### config.mk
export PLATFORM = sky130hd
export DESIGN_NAME = vga_hvsync_gen
export DESIGN_NICKNAME = d
export VERILOG_FILES = /design/src/rtl/vga_timing_pkg.sv /design/src/rtl/vga_hvsync_gen.sv
export SDC_FILE = /design/constraint.sdc
export NUM_CORES = 1
export LEC_CHECK = 0
export ABC_CLOCK_PERIOD_IN_PS = 2400
export BUFFER_PORTS_ARGS = -buffer_cell sky130_fd_sc_hd__buf_2
export CORE_MARGIN = 1
export CORE_UTILIZATION = 48
export DETAILED_ROUTE_END_ITERATION = 8
export PLACE_DENSITY = 0.76
export SLEW_MARGIN = 20
export SYNTH_ARGS = -nofsm -noshare
export SYNTH_HDL_FRONTEND = slang
export SYNTH_SLANG_ARGS = --single-unit
### constraint.sdc
create_clock -name clk -period 2.4 [get_ports clk]
set_clock_uncertainty 0.05 [all_clocks]
set_input_delay 0.12 -clock clk [delete_from_list [all_inputs] [get_ports clk]]
set_output_delay 0.12 -clock clk [all_outputs]
set_load 0.005 [all_outputs]
### src/rtl/vga_timing_pkg.sv
// Shared 640x480@60 Hz raster timing constants, so pixel logic can reuse the
// visible-area sizes and sync windows without duplicating numbers.
package vga_timing_pkg;

    localparam int unsigned COORD_W   = 10;

    localparam int unsigned H_DISPLAY = 640;
    localparam int unsigned H_FRONT   = 16;
    localparam int unsigned H_SYNC    = 96;
    localparam int unsigned H_BACK    = 48;
    localparam int unsigned H_TOTAL   = H_DISPLAY + H_FRONT + H_SYNC + H_BACK;

    localparam int unsigned V_DISPLAY = 480;
    localparam int unsigned V_FRONT   = 10;
    localparam int unsigned V_SYNC    = 2;
    localparam int unsigned V_BACK    = 33;
    localparam int unsigned V_TOTAL   = V_DISPLAY + V_FRONT + V_SYNC + V_BACK;

    // Sync windows are inclusive on both ends.
    localparam int unsigned H_SYNC_START = H_DISPLAY + H_FRONT;
    localparam int unsigned H_SYNC_END   = H_SYNC_START + H_SYNC - 1;
    localparam int unsigned V_SYNC_START = V_DISPLAY + V_FRONT;
    localparam int unsigned V_SYNC_END   = V_SYNC_START + V_SYNC - 1;

    localparam bit SYNC_POL = 1'b0;

    typedef logic [COORD_W-1:0] coord_t;

endpackage

### src/rtl/vga_hvsync_gen.sv
// Free-running VGA raster timing generator: pixel counters, registered syncs
// and a combinational display-enable derived from the counter registers.
module vga_hvsync_gen #(
    parameter int unsigned H_DISPLAY = vga_timing_pkg::H_DISPLAY,
    parameter int unsigned H_FRONT   = vga_timing_pkg::H_FRONT,
    parameter int unsigned H_SYNC    = vga_timing_pkg::H_SYNC,
    parameter int unsigned H_BACK    = vga_timing_pkg::H_BACK,
    parameter int unsigned V_DISPLAY = vga_timing_pkg::V_DISPLAY,
    parameter int unsigned V_FRONT   = vga_timing_pkg::V_FRONT,
    parameter int unsigned V_SYNC    = vga_timing_pkg::V_SYNC,
    parameter int unsigned V_BACK    = vga_timing_pkg::V_BACK,
    parameter bit          SYNC_POL  = vga_timing_pkg::SYNC_POL
) (
    input  logic                 clk,
    input  logic                 rst_n,
    output logic                 hsync,
    output logic                 vsync,
    output logic                 display_on,
    output vga_timing_pkg::coord_t hpos,
    output vga_timing_pkg::coord_t vpos
);

    localparam logic [9:0] H_MAX     = 10'(H_DISPLAY + H_FRONT + H_SYNC + H_BACK - 1);
    localparam logic [9:0] V_MAX     = 10'(V_DISPLAY + V_FRONT + V_SYNC + V_BACK - 1);
    localparam logic [9:0] H_VIS     = 10'(H_DISPLAY);
    localparam logic [9:0] V_VIS     = 10'(V_DISPLAY);
    localparam logic [9:0] H_SS      = 10'(H_DISPLAY + H_FRONT);
    localparam logic [9:0] H_SE      = 10'(H_DISPLAY + H_FRONT + H_SYNC - 1);
    localparam logic [9:0] V_SS      = 10'(V_DISPLAY + V_FRONT);
    localparam logic [9:0] V_SE      = 10'(V_DISPLAY + V_FRONT + V_SYNC - 1);

    logic [9:0] r_hpos;
    logic [9:0] r_vpos;
    logic       r_hsync;
    logic       r_vsync;

    logic       w_h_wrap;
    logic [9:0] w_hpos_next;
    logic [9:0] w_vpos_next;

    assign w_h_wrap = (r_hpos == H_MAX);

    always_comb begin
        w_hpos_next = r_hpos + 10'd1;
        w_vpos_next = r_vpos;
        if (w_h_wrap) begin
            w_hpos_next = '0;
            w_vpos_next = (r_vpos == V_MAX) ? '0 : r_vpos + 10'd1;
        end
    end

    // Syncs decode the next-state counters so the registered pulse lines up
    // with the counter value it belongs to, with no extra cycle of delay.
    always_ff @(posedge clk) begin
        if (!rst_n) begin
            r_hpos  <= '0;
            r_hsync <= ~SYNC_POL;
        end else begin
            r_hpos  <= w_hpos_next;
            r_hsync <= ((w_hpos_next >= H_SS) && (w_hpos_next <= H_SE)) ? SYNC_POL : ~SYNC_POL;
        end
    end

    always_ff @(posedge clk) begin
        if (!rst_n) begin
            r_vpos  <= '0;
            r_vsync <= ~SYNC_POL;
        end else begin
            r_vpos  <= w_vpos_next;
            r_vsync <= ((w_vpos_next >= V_SS) && (w_vpos_next <= V_SE)) ? SYNC_POL : ~SYNC_POL;
        end
    end

    assign hpos       = r_hpos;
    assign vpos       = r_vpos;
    assign hsync      = r_hsync;
    assign vsync      = r_vsync;
    assign display_on = (r_hpos < H_VIS) && (r_vpos < V_VIS);

endmodule

==> reports/metrics.yaml <==
timing:
  rsz0062_at_grt: "false"
  timing.slew.headroom_pct: 68.77
  fin_crit_sh_pct: 92.70
  worst_pin_slew_ns: 0.4680
  slew_violations: 0
  finalSetupViolations: 0
  fmax_mhz: 449.5
  setup_tns_ns: 0
  finalHoldViolations: 0
  min_period_ns: 2.225
setup_path:
  cp_max_fo: 6
  critPathMaxStageDelay_ns: 0.47
  cp.arrival_ns: 2.38
  cp-start-kind: "flip-flop"
  crit_path_end_kind: "flip-flop"
  cp.required_ns: 2.56
  crit_path_top_delay_cell: "or4_1"
  cp_cell_sequence: "ha_1 -> and4_1 -> nand4b_4 -> buf_4 -> or4_1 -> a21oi_1 -> nand4b_1"
  critPathKind: "reg2reg"
route:
  firstDrtPassIters: 4
  drcViolationCount: 0
  viasPerCell: 5.857
  vias: 1230
  drt_wl_total_mm: 2.922
  routedWlPerCell_um: 13.91
  drt_iter0_drc: 21
  ant_nets: 0
clocking:
  clock_latency_ns: 0.31
  cts-root-buf: "clkbuf_4"
  clockBufferDepth: 2
  cts.htree.levels: 1
  path_clk_slew_ns: 0.13
  cts_tree: "built"
  numCtsBuffers: 3
  clock_sinks: 22
synth:
  yosysSeqAreaShare_pct: 35.41
  syn_nets: 157
  syn_avg_cell_area_um2: 8.236
  synth_area_leaders: "dfxtp_1, nor2_1, a21oi_1"
  synth_ff_type: "dfxtp_1"
  synth_edf_count: 0
  netlist.area_leader.share_pct: 35.41
  synth_cells: 151
  yosysTopAreaCell: "dfxtp_1"
  synth-seq-cells: 22
  synthArstFlopShare_pct: 0
  syn-cell-area_um2: 1244
  ys_warn_count: 0
  netlist-cell-type-count: 42
floorplanning:
  start_util_pct: 50.66
  dieWidth_um: 52.90
  ioPinCount: 25
  die_area_um2: 2798
  rows: 18
  core-area_um2: 2455
  die_h_um: 52.90
global_routing:
  overflow: 0
  grt_start_max_net_pins: 15
  grt_usage_pct: 22.75
  grt_pass1_vias: 1094
  grt_pass1_wl_mm: 4.664
  antenna_found_initial: 0
run_status:
  status: "finished, final reports clean"
finish:
  final_cell_mix: "buf_2, dfxtp_1, nor2_1"
  num_antenna_cells: 0
  drive_gt1_share_pct: 24.44
  area_growth_pct: 18.31
  final_common_cell: "buf_2"
  final_nets: 187
  final_cells: 210
placement:
  placedCellCount: 205
  dp_hpwl_mm: 2.173
  io_buffers: 24
  place_congestion: 0.9467
pwr:
  powerDensity_nw_per_um2: 427.1
  leakagePower_nw: 0.6165
  ir_drop_mv: 0.3142
run:
  maxCapViolCount: 0
min_path:
  hold_path_class: "reg2reg"
[metal layers]
metal  vias to the layer above  wire length, µm  global-route usage [%]
li1                        609                -                       -
met1                       572             1268                   27.18
met2                        39             1423                   39.24
met3                        10              142                   2.874
met4                         0               87                   11.84
met5                         -                0                       0
[worst max-delay path, delay by kind of cell, from the launching register on]
family | cells | cell delay, ns
compound gates | 1 | 0.20
simple gates | 4 | 1.10
fa+ha+maj | 1 | 0.20
buf+inv | 1 | 0.20
flops | 1 | 0.36
[synthesized netlist by cell type, drive strengths merged, types with 3 or more instances]
| library cell | count |
|---|---|
| clkbuf | 3 |
| nand2 | 13 |
| inv | 6 |
| ha | 4 |
| dfxtp | 22 |
| nor3 | 6 |
| nand3 | 11 |
| xnor2 | 4 |
| a21oi | 13 |
| or4 | 5 |
| xor2 | 4 |
| o21ai | 4 |
| nand4 | 3 |
| nor2 | 18 |
| buf | 6 |
[flip-flops by register name, summed over array words and instances (netlist names)]
signal  count
hsync       1
vsync       1
hpos       10
vpos       10
[metrics by stage]
stage                      power, W  instance area (µm²)  hold slack, ns  setup WS (ns)  util [%]
final                     0.0006285                 1471          0.4994         0.1753     59.94
after detailed placement  0.0004237                 1425          0.3178         0.1926     58.05
after global placement    0.0004220                 1425          0.3240         0.2734     58.05
after floorplan           0.0004050                 1244          0.1917         0.2283         -
after CTS                 0.0006297                 1471          0.5046         0.1755     59.94
after global routing      0.0006520                 1471          0.5246        0.04733     59.94
[final timing paths]
check	from	endpoint	slack, ns	depth (start not counted)
worst min register to register	vpos[0]$_SDFF_PN0_	vpos[0]$_SDFF_PN0_	0.50	2
worst max-delay path	hpos[0]$_SDFF_PN0_	vsync$_SDFF_PN1_	0.18	7
worst max register to register	hpos[0]$_SDFF_PN0_	vsync$_SDFF_PN1_	0.18	7
worst min-delay path	vpos[0]$_SDFF_PN0_	vpos[0]$_SDFF_PN0_	0.50	2
[area by class of cell]
| type | count | area, µm² |
|---|---|---|
| flip-flops and latches | 22 | 440.4 |
| well taps | 30 | 37.54 |
| clock buffers | 4 | 36.28 |
| multi-input cells | 114 | 737.0 |
| fillers | 224 | 983.4 |
| inverters | 6 | 22.52 |
| repair buffers | 34 | 197.7 |
[kinds of logic (layout without fill, tap and decap cells)]
logic type                 Yosys count  count (layout)  share of synthesized area [%]
and+or+nand+nor                     69              69                          31.19
AOI/OAI and AO/OA                   31              31                          16.80
DFF                                 22              22                          35.41
buffers and inverters               15              44                          5.332
xor gates and xnor gates             8               8                          5.633
adders and majority gates            4               4                          4.024
muxes                                2               2                          1.610
[what timing repair did]
item / in CTS / in global routing
hold buffers: 1 / 0
buffers inserted: 0 / 0
resized for setup: 0 / 0
endpoints found under the hold margin: 1 / 0
[power breakdown]
group	leakage, nW	internal, W	switching, W	total, W
logic	0.418	0.0000180	0.0000226	0.0000406
clock network	0.0210	0.0000926	0.000119	0.000212
registers	0.178	0.000371	0.00000500	0.000376
total	0.617	0.000482	0.000147	0.000629
No activity file was read; power rests on OpenSTA's default activity.
